File: src/rtl/pipe_ctrl_pkg.sv
// Shared definitions for the pipeline stall controller.
//   - Stop/NoStop levels for the per-stage stall bits
//   - IN/OUT handshake FSM state codes
//   - The four legal stall vectors, one per requesting stage
//   - stall_vec(): priority merge of the stage requests (highest stage wins)
package pipe_ctrl_pkg;

    localparam logic STOP    = 1'b1;
    localparam logic NO_STOP = 1'b0;

    typedef enum logic [1:0] {
        IO_IDLE = 2'b00,
        IO_REQ  = 2'b01,
        IO_DONE = 2'b10
    } io_state_e;

    // bit order: [0]pc [1]if [2]id [3]ex [4]mem [5]wb
    localparam logic [5:0] STALL_NONE = 6'b000000;
    localparam logic [5:0] STALL_ID   = 6'b000111;
    localparam logic [5:0] STALL_EX   = 6'b001111;
    localparam logic [5:0] STALL_MEM  = 6'b011111;

    function automatic logic [5:0] stall_vec(input logic mem_stall,
                                             input logic ex_stall,
                                             input logic id_stall);
        if (mem_stall)     return STALL_MEM;
        else if (ex_stall) return STALL_EX;
        else if (id_stall) return STALL_ID;
        else               return STALL_NONE;
    endfunction

endpackage

File: src/rtl/pipe_ctrl_sat_counter.sv
// Saturating up-counter used for the stall-cycle performance count.
// Ports:
//   clk  in  1  clock, updates on posedge
//   rst  in  1  synchronous active-low reset, clears q
//   inc  in  1  count enable for this cycle
//   q    out W  current count, holds at all-ones
module sat_counter #(
    parameter int W = 32
) (
    input  logic         clk,
    input  logic         rst,
    input  logic         inc,
    output logic [W-1:0] q
);

    logic [W-1:0] cnt_q;
    logic [W-1:0] cnt_d;

    always_comb begin
        cnt_d = cnt_q;
        if (inc && (cnt_q != {W{1'b1}})) begin
            cnt_d = cnt_q + W'(1);
        end
    end

    always_ff @(posedge clk) begin
        if (!rst) begin
            cnt_q <= '0;
        end else begin
            cnt_q <= cnt_d;
        end
    end

    assign q = cnt_q;

endmodule

File: src/rtl/pipe_ctrl.sv
// Pipeline stall controller for the 5-stage core.
// Merges ID/EX/MEM stall requests into the stall vector, runs the IN/OUT
// handshake with the I/O port (with timeout) and counts stalled cycles.
// Ports:
//   clk           in   1      core clock
//   rst           in   1      synchronous active-low reset
//   stallreq_id   in   1      load-use stall request
//   stallreq_ex   in   1      multi-cycle EX busy
//   mem_io_start  in   1      IN/OUT instruction present in MEM
//   mem_io_dir    in   1      1 = OUT, 0 = IN
//   io_ack        in   1      transfer complete pulse from I/O port
//   io_req        out  1      request to I/O port
//   io_dir        out  1      direction captured on REQ entry
//   io_err        out  1      pulse in DONE when the transfer timed out
//   io_busy       out  1      FSM not idle
//   stall         out  6      per-stage stall, [0]pc .. [5]wb
//   stall_cycles  out  CNT_W  saturating count of cycles with stall[0] set
//
// state   | meaning
// IO_IDLE | no transfer; an IN/OUT seen here stalls and launches REQ
// IO_REQ  | io_req held, waiting for io_ack or timeout
// IO_DONE | one release cycle; the finished IN/OUT leaves MEM
module pipe_ctrl
    import pipe_ctrl_pkg::*;
#(
    parameter int IO_TIMEOUT = 255,
    parameter int CNT_W      = 32
) (
    input  logic             clk,
    input  logic             rst,
    input  logic             stallreq_id,
    input  logic             stallreq_ex,
    input  logic             mem_io_start,
    input  logic             mem_io_dir,
    input  logic             io_ack,
    output logic             io_req,
    output logic             io_dir,
    output logic             io_err,
    output logic             io_busy,
    output logic [5:0]       stall,
    output logic [CNT_W-1:0] stall_cycles
);

    localparam int WAIT_W = $clog2(IO_TIMEOUT + 1);
    localparam logic [WAIT_W-1:0] WAIT_LAST = WAIT_W'(IO_TIMEOUT - 1);

    io_state_e         state_q, state_d;
    logic [WAIT_W-1:0] wait_cnt_q, wait_cnt_d;
    logic              io_dir_q, io_dir_d;
    logic              io_err_q, io_err_d;
    logic              mem_stall;

    always_comb begin
        state_d    = state_q;
        wait_cnt_d = wait_cnt_q;
        io_dir_d   = io_dir_q;
        io_err_d   = 1'b0;
        case (state_q)
            IO_IDLE: begin
                if (mem_io_start) begin
                    state_d    = IO_REQ;
                    io_dir_d   = mem_io_dir;
                    wait_cnt_d = '0;
                end
            end
            IO_REQ: begin
                // ack takes priority over a timeout landing in the same cycle
                if (io_ack) begin
                    state_d = IO_DONE;
                end else if (wait_cnt_q == WAIT_LAST) begin
                    state_d  = IO_DONE;
                    io_err_d = 1'b1;
                end else begin
                    wait_cnt_d = wait_cnt_q + 1'b1;
                end
            end
            IO_DONE: begin
                // the completed IN/OUT is still in MEM this cycle; do not relaunch
                state_d = IO_IDLE;
            end
            default: begin
                state_d = IO_IDLE;
            end
        endcase
    end

    always_ff @(posedge clk) begin
        if (!rst) begin
            state_q    <= IO_IDLE;
            wait_cnt_q <= '0;
            io_dir_q   <= 1'b0;
            io_err_q   <= 1'b0;
        end else begin
            state_q    <= state_d;
            wait_cnt_q <= wait_cnt_d;
            io_dir_q   <= io_dir_d;
            io_err_q   <= io_err_d;
        end
    end

    // stall in the detect cycle too, so the IN/OUT cannot leave MEM before REQ
    assign mem_stall = ((state_q == IO_IDLE) && mem_io_start) || (state_q == IO_REQ);

    assign stall   = rst ? stall_vec(mem_stall, stallreq_ex, stallreq_id) : STALL_NONE;
    assign io_req  = (state_q == IO_REQ);
    assign io_dir  = io_dir_q;
    assign io_err  = io_err_q;
    assign io_busy = (state_q != IO_IDLE);

    sat_counter #(
        .W (CNT_W)
    ) u_stall_cnt (
        .clk (clk),
        .rst (rst),
        .inc (rst && (stall[0] == STOP)),
        .q   (stall_cycles)
    );

endmodule

File: config.mk
export PLATFORM = sky130hd
export DESIGN_NAME = pipe_ctrl
export DESIGN_NICKNAME = d
export VERILOG_FILES = /design/src/rtl/pipe_ctrl_pkg.sv /design/src/rtl/pipe_ctrl_sat_counter.sv /design/src/rtl/pipe_ctrl.sv
export SDC_FILE = /design/constraint.sdc
export NUM_CORES = 1
export LEC_CHECK = 0
export CAP_MARGIN = 20
export CORE_ASPECT_RATIO = 0.75
export CORE_UTILIZATION = 41
export CTS_CLUSTER_SIZE = 8
export DETAILED_ROUTE_END_ITERATION = 8
export PLACE_DENSITY = 0.66
export SYNTH_ARGS = -nofsm -noshare
export SYNTH_HDL_FRONTEND = slang
export SYNTH_SLANG_ARGS = --single-unit
File: constraint.sdc
create_clock -name clk -period 3.9 [get_ports clk]
set_clock_uncertainty 0.15 [all_clocks]
set_input_delay 0.78 -clock clk [delete_from_list [all_inputs] [get_ports clk]]
set_output_delay 0.78 -clock clk [all_outputs]
set_load 0.01 [all_outputs]
==> run_results.csv <==
group,metric,value,unit
power,power_density,321.8,nW/µm²
floorplanning,initial_core_util,42.71,%
worst_hold_path,hold_class,"register to register",
floorplanning,core,5353,µm²
worst_hold_path,holdPathStages,2,
place,place_congestion,0.8076,
logic_synthesis,synthFlopType,"dfxtp_1",
worst_setup_path,crit_type,"input port to output pin",
floorplanning,pin_count,49,
route,vias,2201,
global_route,antenna_found_initial,0,
timing,finalCritPeriodShare,89.93,%
timing,rsz0062_at_grt,"no",
place,dp_hpwl,3.819,mm
global_route,grt_pass1_wl,8.956,mm
global_route,globalRoute.totalOverflow,0,
logic_synthesis,synth_common_cells,"dfxtp_1 (44), nand2_1 (28), nand3_1 (15), o21ai_0 (15)",
clock_network,cts_root_buffer,"clkbuf_8",
status,status,"completed",
global_route,grt_start_max_net_pins,52,
layout,area_delta_synth_final,27.37,%
timing,final.setup.tns,0,ns
clock_network,cts-htree-levels,2,
layout,antenna_cells,0,
logic_synthesis,ys_ff_latch,44,
route,vias_per_cell,5.732,
worst_setup_path,max_stage_delay,0.52,ns
route,drc,0,
layout,final_nets,318,
floorplanning,die-area,5881,µm²
place,pre_cts_slack,0.3892,ns
timing,worstMarginPinSlew,0.7506,ns
worst_setup_path,critPathCaptureType,"output pin",
clock_network,cts_num_sinks,44,
route,first_iter_violations,171,
clock_network,cts_resized,0,
logic_synthesis,synth_area_leaders,"dfxtp_1 (39%), nand2_1 (4.6%), a21boi_0 (4.3%)",
logic_synthesis,synth-edff-count,0,
worst_setup_path,worst_setup_path_start_kind,"input port",
worst_hold_path,hold_end,"u_stall_cnt.q[19]",
route,wl_per_cell,14.60,µm
route,wl,5.607,mm
layout,drive_above_1_share,5.825,%
place,port_buffers,47,
worst_setup_path,cp_data_required_time,2.97,ns
logic_synthesis,synth_top_area_share,38.53,%
floorplanning,rows,23,
worst_setup_path,cp_slowest_cell,"clkdlybuf4s50_1",
timing,finalMaxSlewViolations,0,
clock_network,hold_buffers,0,
timing,slew_headroom,49.91,%
global_route,grt_pass1_vias,1918,
timing,fin_ws,0.3925,ns
worst_hold_path,min_from,"u_stall_cnt.q[19]",
logic_synthesis,yosysSeqAreaShare,38.53,%
logic_synthesis,async_flop_share,0,%
run,cap_viol_max_count,0,
route,drt_first_pass_iters,4,
logic_synthesis,yosysMostFrequentCell,"dfxtp_1",
clock_network,cts-buffers-inserted,5,
clock_network,cts_buffer_depth,2,
worst_setup_path,cp_max_fo,5,
logic_synthesis,synth_cells,267,
worst_setup_path,arrival,2.58,ns
worst_setup_path,cp_cell_sequence,"clkdlybuf4s50_1 > o21ba_2 > o31ai_1 > inv_1 > clkdlybuf4s50_1",
clock_network,tritoncts,"yes",
timing,finalHoldViolCount,0,
timing,fmax,0.2851,GHz
clock_network,path_clk_slew,0.08,ns
layout,final_cells,384,
worst_setup_path,cp_common_cell,"clkdlybuf4s50_1",
worst_setup_path,worstReg2RegEnd,"u_stall_cnt.q[29]",
worst_setup_path,reg2reg_from,"u_stall_cnt.q[15]",
worst_setup_path,rrSetupSlack,1.33,ns
timing,setup_violations,0,
timing,fin_crit,3.507,ns
place,dp.cells,376,
logic_synthesis,postSynthAreaPerCell,8.562,µm²
clock_network,clk_latency,0.30,ns
floorplanning,die_x,88.22,µm
logic_synthesis,ys_warn_count,0,
floorplanning,die_y,66.67,µm
global_route,grt_util_all_layers,19.77,%
clock_network,cts_setup_buffers,0,
logic_synthesis,synth_cell_types,42,
power,ir_drop,0.0001424,V
logic_synthesis,yosys.area.top_type,"dfxtp_1",
worst_setup_path,reg2reg_depth,5,
logic_synthesis,synth_fp_nets,277,
logic_synthesis,synthesis.area,2286,µm²
route,drtAntennaViolNets,0,
power,p_leak,0.9891,nW
==> how the worst max path moves through the flow <==
stage | depth (start not counted) | slack (ns) | startpoint | end
3_5_place_dp | 5 | 0.39 | mem_io_start | stall[1]
5_1_grt | 5 | 0.24 | mem_io_start | stall[1]
4_1_cts | 5 | 0.38 | mem_io_start | stall[1]
2_1_floorplan | 4 | 1.34 | mem_io_start | stall[1]
6_report | 5 | 0.39 | mem_io_start | stall[1]
3_3_place_gp | 5 | 0.39 | mem_io_start | stall[0]
==> worst max-delay path, delay by kind of cell <==
family | cells | cell delay, ns
buf+inv | 3 | 1.14
compound gates | 2 | 0.65
==> stage by stage <==
step / utilization (%) / area [µm²] / hold slack [ns] / total power, mW
final: 54.39 / 2912 / 0.3469 / 0.9370
after global routing: 54.39 / 2912 / 0.3715 / 0.9746
after CTS: 54.39 / 2912 / 0.3480 / 0.9427
after detailed placement: 52.03 / 2785 / 0.3345 / 0.5615
after global placement: 52.03 / 2785 / 0.3312 / 0.5613
after floorplan: - / 2286 / 0.3143 / 0.5245
==> layer usage <==
metal | share of wire, % | global-route usage (%)
met5 | 0 | 0
met4 | 0.73 | 4.637
met1 | 50 | 26.70
met2 | 43 | 30.67
met3 | 6.3 | 6.072
==> placed cells by master, fill, tap and decap left out, types with 3 or more instances in the layout <==
cell,instances
ha_1,3
a21boi_1,3
nand2_1,28
a31oi_1,3
and3_1,6
inv_1,13
o41ai_1,7
a21boi_0,13
and4_1,4
nor4_1,5
nand2b_1,5
nor2b_1,4
o311ai_0,8
nand3_1,15
nor2_1,11
mux2i_1,9
or4_1,6
clkbuf_8,7
nand4_1,10
o21ai_0,15
and2_1,3
dfxtp_1,44
or3_1,7
o31ai_1,7
clkdlybuf4s50_1,47
nor3_1,4
==> cell families after synthesis <==
logic type / after synthesis / share of synthesized area [%]
muxes: 9 / 3.941
DFF: 44 / 38.53
buffers and inverters: 27 / 5.309
adders and majority gates: 3 / 1.642
xor gates and xnor gates: 1 / 0.3832
and+or+nand+nor: 113 / 27.86
other: 1 / 0.1640
AOI/OAI and AO/OA: 69 / 22.17
==> area by class of cell <==
cell class	instances	area [µm²]
Timing Repair Buffer	48	478.0
Clock buffer	7	96.34
Clock inverter	1	30.03
Multi-Input combinational cell	196	1284
Tap cell	75	93.84
Fill cell	523	2441
Sequential cell	44	880.8
Inverter	13	48.80
==> sequential cells by signal, indices dropped and copies added, names as in the netlist <==
register	cells
io_dir	1
io_err	1
wait_cnt_q	8
u_stall_cnt.q	32
state_q	2
==> power by group <==
group / total (mW) / switching, mW / internal [mW]
logic: 0.0840 / 0.0435 / 0.0405
registers: 0.467 / 0.0104 / 0.457
clock network: 0.386 / 0.160 / 0.226
(Power assumes the default switching activity.)
